<file path="src/rtl/alu_pkg.sv">
// Shared definitions for the sequential execute unit: op codes, FSM states,
// shift-amount width and a small op classification helper.
package alu_pkg;

  localparam int SHAMT_W = 5;

  localparam logic [3:0] ALU_AND   = 4'b0000;
  localparam logic [3:0] ALU_OR    = 4'b0001;
  localparam logic [3:0] ALU_ADD   = 4'b0010;
  localparam logic [3:0] ALU_XOR   = 4'b0011;
  localparam logic [3:0] ALU_SLL   = 4'b0100;
  localparam logic [3:0] ALU_SRL   = 4'b0101;
  localparam logic [3:0] ALU_SUB   = 4'b0110;
  localparam logic [3:0] ALU_SRA   = 4'b0111;
  localparam logic [3:0] ALU_EQ    = 4'b1000;
  localparam logic [3:0] ALU_NE    = 4'b1001;
  localparam logic [3:0] ALU_GE    = 4'b1010;
  localparam logic [3:0] ALU_LT    = 4'b1100;
  localparam logic [3:0] ALU_FORCE = 4'b1101;

  typedef enum logic [1:0] {
    ST_IDLE  = 2'd0,
    ST_SHIFT = 2'd1,
    ST_DONE  = 2'd2
  } alu_state_e;

  // Shifts go through the iterative shifter; everything else is one cycle.
  function automatic logic is_shift(input logic [3:0] op);
    return (op == ALU_SLL) || (op == ALU_SRL) || (op == ALU_SRA);
  endfunction

endpackage

</file>
<file path="src/rtl/alu_core.sv">
// Combinational single-cycle ALU ops. Shift codes and undefined codes yield 0
// here; shifts are handled by the iterative shifter in the parent.
module alu_core
  import alu_pkg::*;
#(
  parameter int DATA_WIDTH = 32
) (
  input  logic [3:0]            i_op,
  input  logic [DATA_WIDTH-1:0] i_a,
  input  logic [DATA_WIDTH-1:0] i_b,
  output logic [DATA_WIDTH-1:0] o_result
);

  // Select the single-cycle result; compares drive bit 0 only.
  always_comb begin
    o_result = '0;
    case (i_op)
      ALU_AND:   o_result = i_a & i_b;
      ALU_OR:    o_result = i_a | i_b;
      ALU_ADD:   o_result = i_a + i_b;
      ALU_XOR:   o_result = i_a ^ i_b;
      ALU_SUB:   o_result = i_a - i_b;
      ALU_EQ:    o_result[0] = (i_a == i_b);
      ALU_NE:    o_result[0] = (i_a != i_b);
      ALU_GE:    o_result[0] = ($signed(i_a) >= $signed(i_b));
      ALU_LT:    o_result[0] = ($signed(i_a) < $signed(i_b));
      ALU_FORCE: o_result[0] = 1'b1;
      default:   o_result = '0;
    endcase
  end

endmodule

</file>
<file path="src/rtl/alu_seq_unit.sv">
// Multi-cycle execute unit: one-cycle logic/arithmetic via alu_core, shifts
// iterated one bit per cycle, results held until the downstream handshake.
//
//   state    | meaning
//   IDLE     | ready to accept an operation
//   SHIFT    | iterative shift in progress, counter holds remaining bits
//   DONE     | result valid, waiting for out_ready
module alu_seq_unit
  import alu_pkg::*;
#(
  parameter int DATA_WIDTH    = 32,
  parameter int OPCODE_LENGTH = 4
) (
  input  logic                     clk,
  input  logic                     reset,
  input  logic                     in_valid,
  output logic                     in_ready,
  input  logic [OPCODE_LENGTH-1:0] Operation,
  input  logic [DATA_WIDTH-1:0]    SrcA,
  input  logic [DATA_WIDTH-1:0]    SrcB,
  output logic                     out_valid,
  input  logic                     out_ready,
  output logic [DATA_WIDTH-1:0]    ALUResult,
  output logic                     Zero
);

  alu_state_e            r_state;
  logic [DATA_WIDTH-1:0] r_work;
  logic [SHAMT_W-1:0]    r_cnt;
  logic [3:0]            r_op;
  logic [DATA_WIDTH-1:0] r_result;
  logic                  r_zero;
  logic                  r_out_valid;

  logic [DATA_WIDTH-1:0] w_core_result;
  logic [DATA_WIDTH-1:0] w_shift_next;
  logic [SHAMT_W-1:0]    w_shamt;

  assign w_shamt = SrcB[SHAMT_W-1:0];

  alu_core #(
    .DATA_WIDTH(DATA_WIDTH)
  ) u_core (
    .i_op    (Operation),
    .i_a     (SrcA),
    .i_b     (SrcB),
    .o_result(w_core_result)
  );

  // One-bit step of the latched shift; SRA keeps the original sign bit.
  always_comb begin
    w_shift_next = r_work;
    case (r_op)
      ALU_SLL: w_shift_next = {r_work[DATA_WIDTH-2:0], 1'b0};
      ALU_SRL: w_shift_next = {1'b0, r_work[DATA_WIDTH-1:1]};
      ALU_SRA: w_shift_next = {r_work[DATA_WIDTH-1], r_work[DATA_WIDTH-1:1]};
      default: w_shift_next = r_work;
    endcase
  end

  // Ready is gated by reset so upstream never sees an accept while reset holds.
  assign in_ready  = (r_state == ST_IDLE) && !reset;
  assign out_valid = r_out_valid;
  assign ALUResult = r_result;
  assign Zero      = r_zero;

  // Control FSM with registered result, zero flag and valid.
  always_ff @(posedge clk or posedge reset) begin
    if (reset) begin
      r_state     <= ST_IDLE;
      r_work      <= '0;
      r_cnt       <= '0;
      r_op        <= ALU_AND;
      r_result    <= '0;
      r_zero      <= 1'b1;
      r_out_valid <= 1'b0;
    end else begin
      case (r_state)
        ST_IDLE: begin
          if (in_valid) begin
            if (is_shift(Operation)) begin
              if (w_shamt == '0) begin
                r_result    <= SrcA;
                r_zero      <= (SrcA == '0);
                r_out_valid <= 1'b1;
                r_state     <= ST_DONE;
              end else begin
                r_work  <= SrcA;
                r_op    <= Operation;
                r_cnt   <= w_shamt;
                r_state <= ST_SHIFT;
              end
            end else begin
              r_result    <= w_core_result;
              r_zero      <= (w_core_result == '0);
              r_out_valid <= 1'b1;
              r_state     <= ST_DONE;
            end
          end
        end
        ST_SHIFT: begin
          r_work <= w_shift_next;
          r_cnt  <= r_cnt - 1'b1;
          if (r_cnt == SHAMT_W'(1)) begin
            r_result    <= w_shift_next;
            r_zero      <= (w_shift_next == '0);
            r_out_valid <= 1'b1;
            r_state     <= ST_DONE;
          end
        end
        ST_DONE: begin
          if (out_ready) begin
            r_out_valid <= 1'b0;
            r_state     <= ST_IDLE;
          end
        end
        default: begin
          r_out_valid <= 1'b0;
          r_state     <= ST_IDLE;
        end
      endcase
    end
  end

endmodule

</file>
<file path="config.mk">
export PLATFORM = sky130hd
export DESIGN_NAME = alu_seq_unit
export DESIGN_NICKNAME = d
export VERILOG_FILES = /design/src/rtl/alu_pkg.sv /design/src/rtl/alu_core.sv /design/src/rtl/alu_seq_unit.sv
export SDC_FILE = /design/constraint.sdc
export NUM_CORES = 1
export LEC_CHECK = 0
export BUFFER_PORTS_ARGS = -buffer_cell sky130_fd_sc_hd__buf_4
export CORE_AREA = 2 2 139 141
export CTS_CLUSTER_DIAMETER = 80
export DETAILED_ROUTE_END_ITERATION = 7
export DIE_AREA = 0 0 141 143
export PLACE_DENSITY = 0.79
export RECOVER_POWER = 25
export SLEW_MARGIN = 0
export SYNTH_ARGS = -nofsm -noshare
export SYNTH_HDL_FRONTEND = slang
export SYNTH_HIERARCHICAL = 1
export SYNTH_SLANG_ARGS = --single-unit
export TNS_END_PERCENT = 100
</file>
<file path="constraint.sdc">
create_clock -name clk -period 3.61 [get_ports clk]
set_input_delay 1.083 -clock clk [delete_from_list [all_inputs] [get_ports clk]]
set_output_delay 1.083 -clock clk [all_outputs]
set_load 0.01 [all_outputs]
</file>
==> results by stage <==
Drt:
- The residual antenna-violating net count after detailed routing is 0.
- The violation count after the first detailed-routing iteration is 2151.
- The post-detailed-route DRC marker count is 5.
- For this run, the detailed router's first-pass iteration total came to 8.
- The routed design has 47000 µm of wire.
- The detail-routed net length per standard cell is 22.8 µm.
- The mean number of vias per cell is 6.66.
- The detailed router placed 13700 vias in this run.

Synth:
- Yosys mapped the design onto 84 distinct sky130hd cell types.
- The cell count after synthesis is 1421.
- The average instance in the mapped netlist occupies 7.06 µm².
- The proportion of netlist area held by the largest area contributor is 0.190.
- The mapped cell area is 10000 µm².
- The cell taking the most area after synthesis is sky130_fd_sc_hd__dfrtp_1.
- The register bit count reported by yosys is 77.
- The synthesized netlist net count is 1595.
- After synthesis, the most frequently instantiated cells are 195 x sky130_fd_sc_hd__nand2_1, 136 x sky130_fd_sc_hd__a21oi_1, 136 x sky130_fd_sc_hd__o21ai_0.
- Counting flops with an async set or reset pin after synthesis yields a share of 1.00.
- After synthesis, the cell types taking the most area are sky130_fd_sc_hd__dfrtp_1 19%, sky130_fd_sc_hd__ha_1 12%, sky130_fd_sc_hd__nand2_1 7.3%.
- The total of warnings raised by yosys is 6.
- For this run, the leading register cell type out of synthesis is sky130_fd_sc_hd__dfrtp_1.
- In the post-synthesis netlist, the cell with the most instances is sky130_fd_sc_hd__nand2_1.
- The fraction of the yosys area taken by sequential cells is 0.192.
- Yosys mapped a number of flops with a built-in enable equal to 0.

Global route:
- The via count of the first global-routing pass is 12800.
- Across every metal layer, demand over resource in global routing totals 0.428.
- The first-pass GRT wire length is 68100 µm.
- Entering global routing, the biggest net connects 63 pins.
- The total global routing overflow is 0.
- The number of antenna violations at the first check in global routing is 0.

STA:
- Setup repair after global routing could not meet its margin everywhere.
- The remaining max-slew budget at the tightest pin is -0.260.
- Based on the critical path, the design can be clocked at up to 226 MHz.
- The final critical delay including setup and external delays is 4.43 ns.
- Of the available clock period, the critical path in the final layout requires 1.23.
- Final hold analysis gives a worst-case slack of 0.484 ns.
- After layout, the worst setup slack is -0.817 ns.
- Setup violations remaining at the end of the flow were counted as 25.
- The setup skew after layout is 0.00933 ns.
- The final hold violation count is 0.
- At the pin with the least slew margin, the transition time is 1.88 ns.
- The number of max-slew violations in the final report is 40.

Pwr:
- Of the total power, the share spent switching nets is 0.477.
- The switching power is 0.00328 W.
- The sequential share of power is 0.256.
- Of the total power, the clock network draws 0.139.
- The worst vdd rail ir drop is 0.266 mV.
- In this run the power density over the cells is 452 nW/µm².
- Cell internal power was estimated by the tool at 0.00361 W.
- The share of total power dissipated in combinational logic is 0.605.
- The static leakage power is 7.14 nW.

Placement:
- The number of placed instances, taps included, is 2016.
- The routability congestion estimate is 1.05.
- The placed instances occupy a cell area of 13500 µm².
- The wire-length estimate of the detail-placed layout is 33300 µm.
- Port buffering added 106 buffers.

Critical path:
- The worst setup path is of the in -> reg kind.
- The worst setup path is launched from an input pin.
- Data arrives at the worst endpoint at 4.71 ns.
- STA puts the critical path data required time at 3.90 ns.
- The maximum fanout count along the critical path is 3.
- The critical register-to-register path startpoint is r_op[1].
- The origin of the worst setup path is SrcA[0].
- The kind of end point of the critical path is a register.

Die:
- The initial core utilization is 0.540.
- The number of ports placed on the die boundary is 107.
- The core outline area is 18600 µm².
- The vertical die dimension is 143 µm.
- The full die area is 20200 µm².
- The number of core rows is 50.
- The die is 141 µm wide.

Clocking:
- The maximum buffer depth of the clock tree is 2.
- In this run the clock root is driven by a sky130_fd_sc_hd__clkbuf_16.
- TritonCTS built the clock tree.
- The number of buffers created by CTS is 9.
- The number of H-tree levels is 3.
- At the later pin of the worst-skew pair, clock insertion delay measures 0.35 ns.
- The number of clock sinks seen by CTS is 77.
- After clock tree synthesis, the clock-pin slew on the worst setup and hold paths is 0.07 ns.
- The number of buffers inserted for hold repair after clock tree synthesis is 0.

Layout:
- The finished layout cell area is 15200 µm².
- 0 antenna diodes ended up in the layout.
- The finished layout holds 2063 standard cells, fillers aside.
- The share of cells above drive strength 1 is 0.387.
- The net count of the finished layout is 1998.
- Compared with the post-synthesis result, the final layout area differs by 52.0%.
- After filler insertion, the fill cell instance count of the layout stands at 1203.

Status:
- The final reports fail on DRC, capacitance limit, slew limit, setup timing.
- The run finished, with violations left.

Worst hold path:
- The worst hold path begins at ALUResult[27].
- The path category of the worst min-delay check is reg -> reg.

Run:
- The tool flagged a number of max-cap violations equal to 1.
[cell usage in the layout (no fill, tap or decap), types with 12 or more instances in the layout]
master,count
sky130_fd_sc_hd__nand2_1,184
sky130_fd_sc_hd__a221o_1,12
sky130_fd_sc_hd__buf_4,445
sky130_fd_sc_hd__a21oi_1,116
sky130_fd_sc_hd__o2bb2ai_1,13
sky130_fd_sc_hd__nand2b_1,14
sky130_fd_sc_hd__a221oi_1,13
sky130_fd_sc_hd__nor4_1,19
sky130_fd_sc_hd__a21oi_2,19
sky130_fd_sc_hd__inv_4,13
sky130_fd_sc_hd__nand4_1,13
sky130_fd_sc_hd__a21o_1,25
sky130_fd_sc_hd__nor3_1,20
sky130_fd_sc_hd__o211ai_1,16
sky130_fd_sc_hd__o22ai_1,14
sky130_fd_sc_hd__o21ai_0,105
sky130_fd_sc_hd__ha_1,70
sky130_fd_sc_hd__inv_2,15
sky130_fd_sc_hd__nor2b_1,13
sky130_fd_sc_hd__a222oi_1,12
sky130_fd_sc_hd__buf_6,29
sky130_fd_sc_hd__dfrtp_1,76
sky130_fd_sc_hd__mux2i_1,14
sky130_fd_sc_hd__nor2_1,119
sky130_fd_sc_hd__nand3_1,15
sky130_fd_sc_hd__inv_1,74
sky130_fd_sc_hd__a22oi_1,15
sky130_fd_sc_hd__o21ai_1,24
sky130_fd_sc_hd__o21ai_2,15
sky130_fd_sc_hd__ha_4,20
[routing by layer]
| layer | track usage | vias to the layer above | wire [µm] | share of wire |
|---|---|---|---|---|
| li1 | - | 5990 | - | - |
| met1 | 0.556 | 6358 | 17600 | 0.37 |
| met2 | 0.697 | 1090 | 21000 | 0.45 |
| met3 | 0.0557 | 307 | 5120 | 0.11 |
| met4 | 0.224 | 0 | 3400 | 0.072 |
| met5 | 0 | - | 0 | 0 |
[power groups by stage]
stage,sequential (W),combinational (W),clock (W)
floorplan,0.00163,0.00218,0
finish,0.00177,0.00417,0.000954
global route,0.00180,0.00443,0.000980
CTS,0.00173,0.00388,0.000948
global placement,0.00173,0.00357,0
detailed placement,0.00174,0.00365,0
[path summary, 6_finish.rpt]
| path | endpoint | slack (ns) | cells after the start |
|---|---|---|---|
| max | Zero | -0.82 | 20 |
| min | ALUResult[27] | 0.48 | 2 |
| max reg2reg | Zero | 0.85 | 6 |
| min reg2reg | ALUResult[27] | 0.48 | 2 |
| max in group asynchronous | r_work[21] | 0.86 | 3 |
| min in group asynchronous | r_state[1] | 1.21 | 2 |
[critical path, cell delays in order]
cell                       delay (ns)
sky130_fd_sc_hd__buf_12          0.12
sky130_fd_sc_hd__inv_12          0.05
sky130_fd_sc_hd__ha_4            0.12
sky130_fd_sc_hd__inv_2           0.04
sky130_fd_sc_hd__fa_2            0.33
sky130_fd_sc_hd__nor2b_4         0.14
sky130_fd_sc_hd__o21a_1          0.19
sky130_fd_sc_hd__o31a_1          0.29
sky130_fd_sc_hd__nor2_2          0.27
sky130_fd_sc_hd__o21bai_1        0.13
sky130_fd_sc_hd__a21oi_1         0.20
sky130_fd_sc_hd__o21ai_0         0.10
sky130_fd_sc_hd__a221o_1         0.47
sky130_fd_sc_hd__nor4_1          0.38
sky130_fd_sc_hd__buf_4           0.18
sky130_fd_sc_hd__nand4_1         0.16
sky130_fd_sc_hd__nor3_2          0.15
sky130_fd_sc_hd__nor2_1          0.06
sky130_fd_sc_hd__nor2_1          0.10
sky130_fd_sc_hd__o31a_1          0.14
[state kept, by name, indices dropped and copies added (netlist names)]
name	flops
ALUResult	32
Zero	1
out_valid	1
r_cnt	5
r_op	4
r_state	2
r_work	32
[layout make-up]
type	instances	area, µm²	share of cell area
multi-input combinational	1145	8430	0.553
tap	234	293	0.0192
sequential	77	1930	0.126
timing repair buffer	486	3850	0.253
clock inverter	7	81.3	0.00533
inverter	105	440	0.0289
clock buffer	9	225	0.0148
[what timing repair did]
| item | in CTS | in global routing |
|---|---|---|
| setup endpoints to repair | 27 | 27 |
| buffers inserted | 19 | 17 |
| pin swaps | 63 | 66 |
| resized for setup | 167 | 110 |
[cells by family (layout without fill, tap and decap cells)]
group                      after synthesis  after routing  synth area share
AOI/OAI and AO/OA                      535            535             0.351
xor gates and xnor gates                11             11           0.00960
adders and majority gates              102            102             0.129
buffers and inverters                  199            607            0.0766
DFF                                     77             77             0.192
muxes                                   18             18            0.0196
and+or+nand+nor                        479            479             0.222
[metrics by stage]
step / util / setup TNS (ns) / setup WS (ns) / power, W
after global placement: 0.727 / -17.57 / -1.15 / 0.00530
after floorplan: - / -1.04 / -0.493 / 0.00380
after global routing: 0.821 / -9.71 / -0.892 / 0.00721
final: 0.821 / -7.56 / -0.817 / 0.00689
after detailed placement: 0.727 / -19.95 / -1.22 / 0.00538
after CTS: 0.791 / -5.16 / -0.631 / 0.00655
(Power assumes the default switching activity.)
